--- config.mk ---
export PLATFORM = sky130hd
export DESIGN_NAME = seven_seg_scan_ctrl
export DESIGN_NICKNAME = d
export VERILOG_FILES = /design/src/rtl/seven_seg_pkg.sv /design/src/rtl/seven_seg_scan_ctrl_hex_to_seg.sv /design/src/rtl/seven_seg_scan_ctrl.sv
export SDC_FILE = /design/constraint.sdc
export NUM_CORES = 1
export LEC_CHECK = 0
export BUFFER_PORTS_ARGS = -buffer_cell sky130_fd_sc_hd__buf_2
export CORE_UTILIZATION = 55
export DETAILED_ROUTE_END_ITERATION = 10
export MAX_ROUTING_LAYER = met4
export PLACE_DENSITY = 0.81
export SLEW_MARGIN = 20
export SYNTH_ARGS = -nofsm -noshare
export SYNTH_HDL_FRONTEND = slang
export SYNTH_SLANG_ARGS = --single-unit
--- constraint.sdc ---
create_clock -name clk -period 6.2 [get_ports clk]
set_input_delay 1.55 -clock clk [delete_from_list [all_inputs] [get_ports clk]]
set_output_delay 1.55 -clock clk [all_outputs]
set_load 0.03 [all_outputs]
--- src/rtl/seven_seg_pkg.sv ---
// Shared types and constants for the multiplexed 4-digit 7-segment scanner.
package seven_seg_pkg;

  typedef enum logic {
    SCAN_GAP = 1'b0,
    SCAN_ON  = 1'b1
  } scan_state_t;

  localparam int NUM_DIGITS = 4;
  localparam logic [7:0] SEG_BLANK = 8'hFF;

  // Active-high segments, a = bit0; entry 15 is leftmost.
  localparam logic [15:0][6:0] SEG7_TABLE = {
    7'h71, 7'h79, 7'h5E, 7'h39, 7'h7C, 7'h77, 7'h6F, 7'h7F,
    7'h07, 7'h7D, 7'h6D, 7'h66, 7'h4F, 7'h5B, 7'h06, 7'h3F
  };

  function automatic logic [6:0] seg7(input logic [3:0] nib);
    return SEG7_TABLE[nib];
  endfunction

endpackage

--- src/rtl/seven_seg_scan_ctrl_hex_to_seg.sv ---
// Combinational hex nibble to active-high 7-segment pattern.
module hex_to_seg
  import seven_seg_pkg::*;
(
  input  logic [3:0] nibble,
  output logic [6:0] seg
);

  // Table lookup, no state.
  always_comb begin
    seg = seg7(nibble);
  end

endmodule

--- src/rtl/seven_seg_scan_ctrl.sv ---
// Round-robin scanner for a shared-bus common-anode 4-digit display with
// per-slot dead time and once-per-frame input snapshots.
module seven_seg_scan_ctrl
  import seven_seg_pkg::*;
#(
  parameter int DIG_TICKS   = 12500,
  parameter int GAP_TICKS   = 250,
  parameter int LZ_SUPPRESS = 0
) (
  input  logic        clk,
  input  logic        reset,
  input  logic        en,
  input  logic [15:0] value,
  input  logic [3:0]  dp,
  input  logic [3:0]  blank,
  output logic [7:0]  hex0,
  output logic [3:0]  dig,
  output logic        frame_start
);

  localparam int CNT_W = $clog2(DIG_TICKS);
  localparam logic [CNT_W-1:0] CNT_LAST = CNT_W'(DIG_TICKS - 1);
  localparam logic [CNT_W-1:0] CNT_GAP  = CNT_W'(GAP_TICKS);

  logic [CNT_W-1:0] cnt_q, cnt_d;
  logic [1:0]       idx_q, idx_d;
  scan_state_t      state_q, state_d;
  logic [15:0]      val_s_q, val_s_d;
  logic [3:0]       dp_s_q, dp_s_d;
  logic [3:0]       blank_s_q, blank_s_d;
  logic [7:0]       hex0_q, hex0_d;
  logic [3:0]       dig_q, dig_d;
  logic             frame_start_q, frame_start_d;

  logic [3:0] nibble;
  logic [6:0] seg_raw;
  logic       upper_zero;
  logic       digit_lit;

  hex_to_seg u_hex_to_seg (
    .nibble (nibble),
    .seg    (seg_raw)
  );

  // Slot counter, digit index, gap/on state and frame snapshot next values.
  always_comb begin
    cnt_d         = cnt_q;
    idx_d         = idx_q;
    val_s_d       = val_s_q;
    dp_s_d        = dp_s_q;
    blank_s_d     = blank_s_q;
    frame_start_d = 1'b0;
    if (!en) begin
      cnt_d = CNT_LAST;
      idx_d = 2'd3;
    end else if (cnt_q == CNT_LAST) begin
      cnt_d = '0;
      idx_d = idx_q + 2'd1;
      if (idx_q == 2'd3) begin
        val_s_d       = value;
        dp_s_d        = dp;
        blank_s_d     = blank;
        frame_start_d = 1'b1;
      end else begin
        frame_start_d = 1'b0;
      end
    end else begin
      cnt_d = cnt_q + CNT_W'(1);
    end
    case (state_q)
      SCAN_GAP: state_d = (cnt_d >= CNT_GAP) ? SCAN_ON : SCAN_GAP;
      SCAN_ON:  state_d = (cnt_d < CNT_GAP) ? SCAN_GAP : SCAN_ON;
      default:  state_d = SCAN_GAP;
    endcase
  end

  // Output decode from next-cycle state so outputs line up with cnt/idx.
  always_comb begin
    case (idx_d)
      2'd0:    nibble = val_s_d[3:0];
      2'd1:    nibble = val_s_d[7:4];
      2'd2:    nibble = val_s_d[11:8];
      2'd3:    nibble = val_s_d[15:12];
      default: nibble = 4'h0;
    endcase
    case (idx_d)
      2'd1:    upper_zero = (val_s_d[15:4] == 12'h000);
      2'd2:    upper_zero = (val_s_d[15:8] == 8'h00);
      2'd3:    upper_zero = (val_s_d[15:12] == 4'h0);
      default: upper_zero = 1'b0;
    endcase
    digit_lit = en && (state_d == SCAN_ON) && !blank_s_d[idx_d]
                && !((LZ_SUPPRESS != 0) && upper_zero);
    if (digit_lit) begin
      hex0_d = ~{dp_s_d[idx_d], seg_raw};
      dig_d  = ~(4'b0001 << idx_d);
    end else begin
      hex0_d = SEG_BLANK;
      dig_d  = 4'hF;
    end
  end

  // State and output registers; snapshots survive reset.
  always_ff @(posedge clk) begin
    if (!reset) begin
      cnt_q         <= CNT_LAST;
      idx_q         <= 2'd3;
      state_q       <= SCAN_ON;
      hex0_q        <= SEG_BLANK;
      dig_q         <= 4'hF;
      frame_start_q <= 1'b0;
    end else begin
      cnt_q         <= cnt_d;
      idx_q         <= idx_d;
      state_q       <= state_d;
      val_s_q       <= val_s_d;
      dp_s_q        <= dp_s_d;
      blank_s_q     <= blank_s_d;
      hex0_q        <= hex0_d;
      dig_q         <= dig_d;
      frame_start_q <= frame_start_d;
    end
  end

  assign hex0        = hex0_q;
  assign dig         = dig_q;
  assign frame_start = frame_start_q;

endmodule
# == Word level (Yosys, flattened, before mapping) ==
# Memory sizes are Yosys's and may differ from the RTL's.
# Cells that the tools add are included.
# totals
regBits,54
input_bits,27
wordCells,54
mem_count,1
out_inout_bits,13
rom_bits,112
# op_classes
n_reduce_logical,6
eq_ne,5
muxes,23
bitwise_logic,3
n_addsub,2
shifts,1
magnitude_cmp,4
# memory_table
name,depth,width,read_ports,rd_clocked_by_memory_dff,write_ports,line_no,text
(no name shown),16,7,1,0,0,seven_seg_pkg.sv:19,return SEG7_TABLE[nib];
# ops
operator,n
$mux 16,3
$mux 14,2
$mux 4,6
$pmux 4 s4,1
$add 14x1->14 const B,1
$eq 14x14->1 const B,1
$ge 14x8->1 const B,1
$lt 14x8->1 const B,1
$not 8->8,1
$mux 7,1
$eq 2x2->1 const B,3
$lt 4x5->1 const B,1
$mux 1,5
$bmux 1 s2,2
$mux 2,2
$not 4->4,1
$shl 1x2->4 const A,1
$lt 2x3->1 const B,1
$reduce_and 3->1,1
$add 2x1->2 const B,1
$eq 2x1->1 const B,1
$logic_and 1x1->1,2
$logic_not 2->1,1
$pmux 1 s2,1
3 further kinds,3

# == Depth between registers and ports, before layout ==
# Gate-level depths: netlist of run 1.
# logic_depth
word_depth,9
mapped_depth,15
depth_no_buf,12

# == Modules after synthesis ==
# Synthesis of run 1 repeated with hierarchy kept, for this count alone.
# hier_totals
hier_cells,314
hier_area_um2,3065.4
# by_module_without_submodules
module,seq_area_each_um2,area_per_inst_um2,cells_per_inst,n_inst
seven_seg_scan_ctrl,1301.2,2777.7,281,1
hex_to_seg,0.0,287.8,33,1

# == Worst setup path before layout of run 1 ==
# Ideal clock, no wire load.
# synth_path
kind,input port to flip-flop
startpoint,input en
endpoint,register hex0_q[0] (netlist: hex0[0])
setup_ns,0.133
path_stages,10
t_required_ns,6.067
t_arrival_ns,4.111
n_path_buf,2
path_slack_ns,1.957
cell_sequence,clkbuf_1 -> nand2b_1 -> mux2i_1 -> clkbuf_1 -> mux2i_1 -> inv_1 -> ha_1 -> or4_1 -> o31ai_1 -> o21ai_1
# synth_between
elab_chain_cells,7
word_cells_on_any_way,23
cone_classes,order compare: 2; eq/ne: 3; mux: 11; bitwise: 1; reduce/logical: 5; memory: 1
# synth_lines
item,line_no,text
from (decl),seven_seg_scan_ctrl.sv:12,"input logic en,"
$mux 14,seven_seg_scan_ctrl.sv:53,if (!en) begin
$lt 14x8->1 or $ge 14x8->1 (tied branches),"seven_seg_scan_ctrl.sv:72, seven_seg_scan_ctrl.sv:71",
$mux 1 (on tied branches),"seven_seg_scan_ctrl.sv:72, seven_seg_scan_ctrl.sv:71",
$pmux 1 s2,seven_seg_scan_ctrl.sv:70,case (state_q)
$logic_and 1x1->1 (2 in a row),seven_seg_scan_ctrl.sv:92,digit_lit = en && (state_d == SCAN_ON) && !blank_s_d[idx_d]
$reduce_and 2->1 (no source line),-,
to (signal assigned),seven_seg_scan_ctrl.sv:109,hex0_q <= SEG_BLANK;
to (signal assigned),seven_seg_scan_ctrl.sv:119,hex0_q <= hex0_d;
to (decl),seven_seg_scan_ctrl.sv:31,"logic [7:0] hex0_q, hex0_d;"
# Several ways; a longest one is shown, not always the timed one. The select of a mux whose other input is x is not followed.
# A chain may end at the register's enable or synchronous reset.

# == Worst setup path after layout of run 1 ==
# layout_path
startpoint,register cnt_q[0]
endpoint,register hex0_q[0] (netlist: hex0[0])
# layout_between
elab_chain_cells,9
word_cells_on_any_way,29
cone_classes,add/sub: 1; order compare: 2; eq/ne: 4; mux: 15; bitwise: 1; reduce/logical: 5; memory: 1
# layout_lines
item,line_no,text
from (decl),seven_seg_scan_ctrl.sv:25,"logic [CNT_W-1:0] cnt_q, cnt_d;"
from (signal assigned),seven_seg_scan_ctrl.sv:113,cnt_q <= cnt_d;
$add 14x1->14 or $eq 14x14->1 (tied branches),"seven_seg_scan_ctrl.sv:68, seven_seg_scan_ctrl.sv:56",
$mux 14,seven_seg_scan_ctrl.sv:56,end else if (cnt_q == CNT_LAST) begin
$mux 14,seven_seg_scan_ctrl.sv:53,
$lt 14x8->1 or $ge 14x8->1 (tied branches),"seven_seg_scan_ctrl.sv:72, seven_seg_scan_ctrl.sv:71",
$mux 1 (on tied branches),"seven_seg_scan_ctrl.sv:72, seven_seg_scan_ctrl.sv:71",
$pmux 1 s2,seven_seg_scan_ctrl.sv:70,
$logic_and 1x1->1 (2 in a row),seven_seg_scan_ctrl.sv:92,
$reduce_and 2->1 (no source line),-,
# Several ways; a longest one is shown, not always the timed one. The select of a mux whose other input is x is not followed.

==> results of run 1 <==
[routing by layer]
| layer | vias to the layer above | GRT usage |
|---|---|---|
| met5 | - | - |
| met1 | 1049 | 0.281 |
| met3 | 7 | 0.0522 |
| met4 | 0 | 0.0608 |
| li1 | 1114 | - |
| met2 | 58 | 0.344 |
[power breakdown]
group | total (W) | switching, W | internal [W]
clock | 0.000202 | 0.000120 | 0.0000825
combinational | 0.000441 | 0.000264 | 0.000177
sequential | 0.000446 | 0.0000241 | 0.000422
total | 0.00109 | 0.000408 | 0.000682
[synthesized netlist by cell type, types with 2 or more instances]
| master | instances | share of area |
|---|---|---|
| o21ai_0 | 11 | 0.019 |
| mux2i_1 | 16 | 0.055 |
| a211o_1 | 2 | 0.0060 |
| o221ai_1 | 2 | 0.0060 |
| nand3_1 | 13 | 0.022 |
| a31oi_1 | 2 | 0.0043 |
| nor4_1 | 2 | 0.0043 |
| and3_1 | 2 | 0.0043 |
| a21oi_1 | 8 | 0.014 |
| edfxtp_1 | 24 | 0.25 |
| inv_1 | 7 | 0.0090 |
| buf_2 | 5 | 0.0086 |
| nand4_1 | 5 | 0.011 |
| o211ai_1 | 3 | 0.0077 |
| o31ai_1 | 2 | 0.0051 |
| nor3_1 | 4 | 0.0069 |
| a211oi_1 | 2 | 0.0051 |
| xor2_1 | 4 | 0.012 |
| mux2_2 | 14 | 0.054 |
| dfxtp_1 | 29 | 0.20 |
| clkbuf_1 | 10 | 0.013 |
| ha_1 | 8 | 0.034 |
| xnor2_1 | 9 | 0.027 |
| or3b_1 | 2 | 0.0060 |
| nand2b_1 | 7 | 0.015 |
| or4_1 | 3 | 0.0077 |
| nand3b_1 | 3 | 0.0077 |
| nand2_1 | 49 | 0.063 |
| and2_1 | 6 | 0.013 |
| nand4b_1 | 2 | 0.0060 |
| nor2_1 | 14 | 0.018 |
[cell families (layout without fill, tap and decap cells)]
family,count (synthesis),in the layout
simple gates,119,119
fa+ha+maj,8,8
mux,33,33
xor+xnor,14,14
compound gates,42,42
buf+inv,24,56
flops,53,53
[layout make-up]
cell class / count / area share
Clock buffer: 5 / 0.0213
Clock inverter: 3 / 0.00813
Inverter: 7 / 0.00813
Multi-Input combinational cell: 216 / 0.468
Sequential cell: 53 / 0.403
Tap cell: 70 / 0.0271
Timing Repair Buffer: 41 / 0.0650
[registers in the layout (all words and copies together), names as in the netlist]
register	count
frame_start	1
cnt_q	14
val_s_q	16
blank_s_q	4
hex0	8
idx_q	2
dig	4
dp_s_q	4
[metrics by stage]
stage | hold WS (ps) | worst slack, ps | instance area (um^2)
after floorplan | 466 | 1960 | 2920
after global placement | 496 | 2110 | 3140
after detailed placement | 503 | 2020 | 3140
after CTS | 532 | 2020 | 3230
after global routing | 552 | 1720 | 3230
final | 530 | 2030 | 3230
[cell usage in the layout (no fill, tap or decap), types with 6 or more instances in the layout]
cell type,netlist,routed
edfxtp_1,24,24
nor2_1,14,14
o21ai_0,11,11
ha_1,8,8
inv_1,7,7
a21oi_1,8,8
nand2_1,49,49
dfxtp_1,29,29
nand3_1,13,13
nand2b_1,7,7
mux2i_1,16,16
and2_1,6,6
mux2_2,14,14
xnor2_1,9,9
buf_2,5,39
[worst max-delay path by stage]
stage	endpoint	cells past startpoint	slack [ps]
6_report	hex0[0]$_SDFF_PN1_	11	2030
2_1_floorplan	hex0[0]$_SDFF_PN1_	10	1960
4_1_cts	hex0[0]$_SDFF_PN1_	11	2020
5_1_grt	hex0[0]$_SDFF_PN1_	11	1720
3_3_place_gp	hex0[0]$_SDFF_PN1_	11	2110
3_5_place_dp	hex0[0]$_SDFF_PN1_	11	2020
==> impl_results.md, run 1 <==
- Status: finished, final reports clean
- Number of cells after detailed placement: 387
- GRT overflow: 0
- Worst-path clk slew: 100 ps
- Crit Path Class: reg2reg
- I/O pins: 40
- Worst Path Buf+Inv: 1
- TNS Setup: 0 ps
- Fmax: 240 MHz
- WHS Endpoint: cnt_q[0]$_SDFF_PN1_
- Part of the Yosys area used for sequential elements: 0.446
- CP max-delay cell: nor4_4
- Initial core utilization: 0.572
- P per Cell Area: 337 nW/um^2
- Die ar.: 5600 um^2
- Post-Synthesis Cells: 293
- Min-delay worst type: reg2reg
- CP top delay family: simple AND/OR/NAND/NOR gates
- Critical Path RT: 6390 ps
- Core footprint: 5110 um^2
- Area Growth Syn to Fin: 10.7%
- Row Count: 26
- Die X: 74.9 um
- Iteration count of the initial detailed-routing pass: 5
- H-tree depth: 2
- Startpoint types: register
- Worst Path Arrival: 4360 ps
- Simple-gate share of the synthesized area: 0.212
- Depth of the worst register-to-register path: 11
- Post-Synth XOR/XNOR Area: 0.0446
- Slew Limit Fails: 0
- Synthesized cell area: 2920 um^2
- Worst Hold Path Cells: 1
- Pleak: 1.30 nW
- Syn avg cell area: 9.97 um^2
- Buffer depth of the longest clock path: 2
- Critical hold path startpoint: cnt_q[0]$_SDFF_PN1_
- Worst Setup End Kind: register
- R2R Setup Slk: 2030 ps
- Via Count: 2,228
- Fraction of layout cells with a size suffix above 1: 0.218
- Layout Skew: 8.60 ps
- Vias in the first global route: 1,954
- Max_cap viols: 0
- Number of CTS-inserted buffers: 5
- Sink Count: 53
- Adder-cell share of the synthesized area: 0.0343
- Final #Nets: 359
- Crit-path cells: ha_1, or4b_4, nor4_4, mux2_2, mux2i_1, mux2i_1, inv_1, ha_1, or4_1, o31ai_1, o21ai_1
- Period utilisation layout: 0.673
- Asr flop ratio synth: 0
- Antenna violations before repair: 0
- Antenna cells: 0
- Slowest cell delay on critical path: 660 ps
- Register area: 1300 um^2
- Initial DRC count: 156
- Largest net degree at the start of global routing: 29
- CTS tree: yes
- Synth Register Bits: 53
- Remaining antenna violation count after routing: 0
- Combined area of the multi-input logic cells: 1510 um^2
- Peak supply drop: 172 uV
- Synth Area in Compound Gates: 0.102
- GRT Total Usage: 0.218
- Final hold violations: 0
- Post-route DRC: 0
- WL met3: 264 um
- Util after Layout: 0.633
- Detail Placement HPWL: 3990 um
- Crit path from: cnt_q[0]$_SDFF_PN1_
- Hold_buf cts: 0
- Critical-path maximum fanout: 13
- Total Power: 0.00109 W
- Global-route wire length before repair: 8900 um
- Post-synthesis cell type count: 54
- Slew headroom: 0.385
- Max layer used: met4
- Final Critical Period: 4170 ps
- GP Congestion: 0.904
- DR vias/cell: 5.64
- IO buf count: 39
- Setup-failing EPs final: 0
- Yosys warnings: 0
- R2R Path End: hex0[0]$_SDFF_PN1_
- R2R Path Start: cnt_q[0]$_SDFF_PN1_
- # fillers: 433
- Syn nets: 328
- Post-CTS sizing: 0
- Post-CTS Setup Repair Bufs: 0
- Least-Margin Pin Slew: 923 ps
- Post-synth EDFFs: 24
- Final WL: 5600 um
- Per-cell routed wire length: 14.2 um
- Top FF cell, synth: dfxtp_1
- Post-synthesis mux area share: 0.126
- RSZ-0062 raised after global routing: no
- Fin cells: 395
- CTS root buffer: clkbuf_8
- Later-pin clock latency in the skew report: 310 ps
- Met2 Routed Length: 2640 um
- Metal-1 WL: 2640 um
- Die Height: 74.9 um
- Largest family of logic cells by synthesized area: simple AND/OR/NAND/NOR gates
Note: power is estimated with default switching activity, not from simulation.
==> inputs of run 2 (changes only) <==
clock period = 4 ns   (was 6.2 ns; I/O delays follow)
==> run 2 against run 1 <==
  * Via count hardly changed
  * First-iteration DRC count is 17% lower
  * Total power grew 59%
  * Clock power rose by 59%
  * Sequential cell count did not move
  * Design area is 2.0% higher
  * Setup slack worse by 1700 ps
  * Critical path type unchanged
  * Largest cell class unchanged
==> impl_results.md, run 2 (synthesis results as in run 1) <==
- Status: finished, final reports clean (unchanged)
- CTS tree: yes (unchanged)
- Via Count: 2,227 (was 2,228)
- Global-route wire length before repair: 9130 um (was 8900 um)
- Die X: 74.9 um (unchanged)
- Hold_buf cts: 0 (unchanged)
- Period utilisation layout: 0.912 (was 0.673)
- # fillers: 447 (was 433)
- GRT Total Usage: 0.224 (was 0.218)
- Final Critical Period: 3650 ps (was 4170 ps)
- Number of CTS-inserted buffers: 5 (unchanged)
- Post-CTS sizing: 0 (unchanged)
- Max_cap viols: 0 (unchanged)
- Worst Path Arrival: 3860 ps (was 4360 ps)
- Most frequent cells in the layout: nand2_1, buf_2, dfxtp_1, edfxtp_1, mux2i_1 (unchanged)
- Final #Nets: 368 (was 359)
- Remaining antenna violation count after routing: 0 (unchanged)
- Detail Placement HPWL: 4090 um (was 3990 um)
- Layout Skew: 9.28 ps (was 8.60 ps)
- Critical Path RT: 4210 ps (was 6390 ps)
- P per Cell Area: 526 nW/um^2 (was 337 nW/um^2)
- Min-delay worst type: reg2reg (unchanged)
- Iteration count of the initial detailed-routing pass: 4 (was 5)
- Critical-path maximum fanout: 9 (was 13)
- Largest net degree at the start of global routing: 29 (unchanged)
- Fraction of layout cells with a size suffix above 1: 0.240 (was 0.218)
- IO buf count: 39 (unchanged)
- Area Growth Syn to Fin: 12.9% (was 10.7%)
- Worst-path clk slew: 100 ps (about the same)
- Pleak: 1.34 nW (was 1.30 nW)
- Post-route DRC: 0 (unchanged)
- Core footprint: 5110 um^2 (unchanged)
- Sink Count: 53 (unchanged)
- GP Congestion: 0.922 (was 0.904)
- H-tree depth: 2 (unchanged)
- WHS: 510 ps (was 530 ps)
- CTS root buffer: clkbuf_8 (unchanged)
- CP max-delay cell: or4b_4 (was nor4_4)
- Initial core utilization: 0.572 (unchanged)
- I/O pins: 40 (unchanged)
- RSZ-0062 raised after global routing: no (unchanged)
- Worst Path Buf+Inv: 1 (unchanged)
- Final WL: 5630 um (was 5600 um)
- Die ar.: 5600 um^2 (unchanged)
- Util after Layout: 0.646 (was 0.633)
- Per-cell routed wire length: 13.9 um (was 14.2 um)
- Final hold violations: 0 (unchanged)
- Buffer depth of the longest clock path: 2 (unchanged)
- Peak supply drop: 258 uV (was 172 uV)
- DR vias/cell: 5.51 (was 5.64)
- Worst Setup End Kind: register (unchanged)
- Total Power: 0.00173 W (was 0.00109 W)
- Slowest cell delay on critical path: 520 ps (was 660 ps)
- TNS Setup: 0 ps (unchanged)
- Post-CTS Setup Repair Bufs: 0 (unchanged)
- Later-pin clock latency in the skew report: 320 ps (was 310 ps)
- Die Height: 74.9 um (unchanged)
- Antenna cells: 0 (unchanged)
- Most common cell after layout, fill and taps aside: nand2_1 (unchanged)
- Setup-failing EPs final: 0 (unchanged)
- GRT overflow: 0 (unchanged)
- Slew headroom: 0.660 (was 0.385)
- Initial DRC count: 129 (was 156)
- Crit Path Class: reg2reg (unchanged)
- Slew Limit Fails: 0 (unchanged)
- Startpoint types: register (unchanged)
- Fmax: 274 MHz (was 240 MHz)
- Crit-path cells: ha_1, or4b_4, nor4_4, mux2_2, mux2i_1, mux2i_1, inv_1, ha_1, or4_1, o31ai_1, o21ai_1 (unchanged)
- Max FFs per register: 16 (unchanged)
- Most flops, register: val_s_q (unchanged)
- Row Count: 26 (unchanged)
- CP top delay family: simple AND/OR/NAND/NOR gates (unchanged)
- Antenna violations before repair: 0 (unchanged)
- Least-Margin Pin Slew: 506 ps (was 923 ps)
- Vias in the first global route: 1,915 (was 1,954)
run 2: changes by cell type in the layout (fill, tap and decap cells not counted), sizes merged:
cell	delta
clkinv	-2
buf	+9
inv	+2
run 2: cell type report:
type                       instances  area [um^2]  share of cell area
sequential                        53         1300               0.395
inverter                           7         26.3             0.00797
tap                               70         87.6              0.0266
clock inverter                     3         23.8             0.00721
multi-input combinational        216         1510               0.458
clock buffer                       5         68.8              0.0209
timing repair buffer              50          278              0.0843
run 2: worst paths after layout:
kind,slack (ps),end,cells after the start,from
max,350,hex0[0]$_SDFF_PN1_,11,cnt_q[0]$_SDFF_PN1_
min,510,cnt_q[0]$_SDFF_PN1_,1,cnt_q[0]$_SDFF_PN1_
max reg2reg,350,hex0[0]$_SDFF_PN1_,11,cnt_q[0]$_SDFF_PN1_
min reg2reg,510,cnt_q[0]$_SDFF_PN1_,1,cnt_q[0]$_SDFF_PN1_
run 2: through the flow:
stage          setup slack, ps  area, um^2  cells
2_1_floorplan             51.9        2920    293
3_3_place_gp               502        3200    396
3_5_place_dp               382        3200    396
4_1_cts                    355        3300    404
5_1_grt                   88.2        3300    404
6_report                   351        3300    404
run 2: layer usage:
metal,track usage,up-vias,routed length (um)
met5,-,-,0
met3,0.0321,10,227
li1,-,1130,-
met4,0.0964,0,104
met2,0.337,55,2560
met1,0.302,1032,2740
run 2: power by group:
group	leakage, nW	switching (W)	internal (W)
clock	0.0495	0.000193	0.000129
combinational	0.818	0.000413	0.000308
sequential	0.473	0.0000374	0.000654
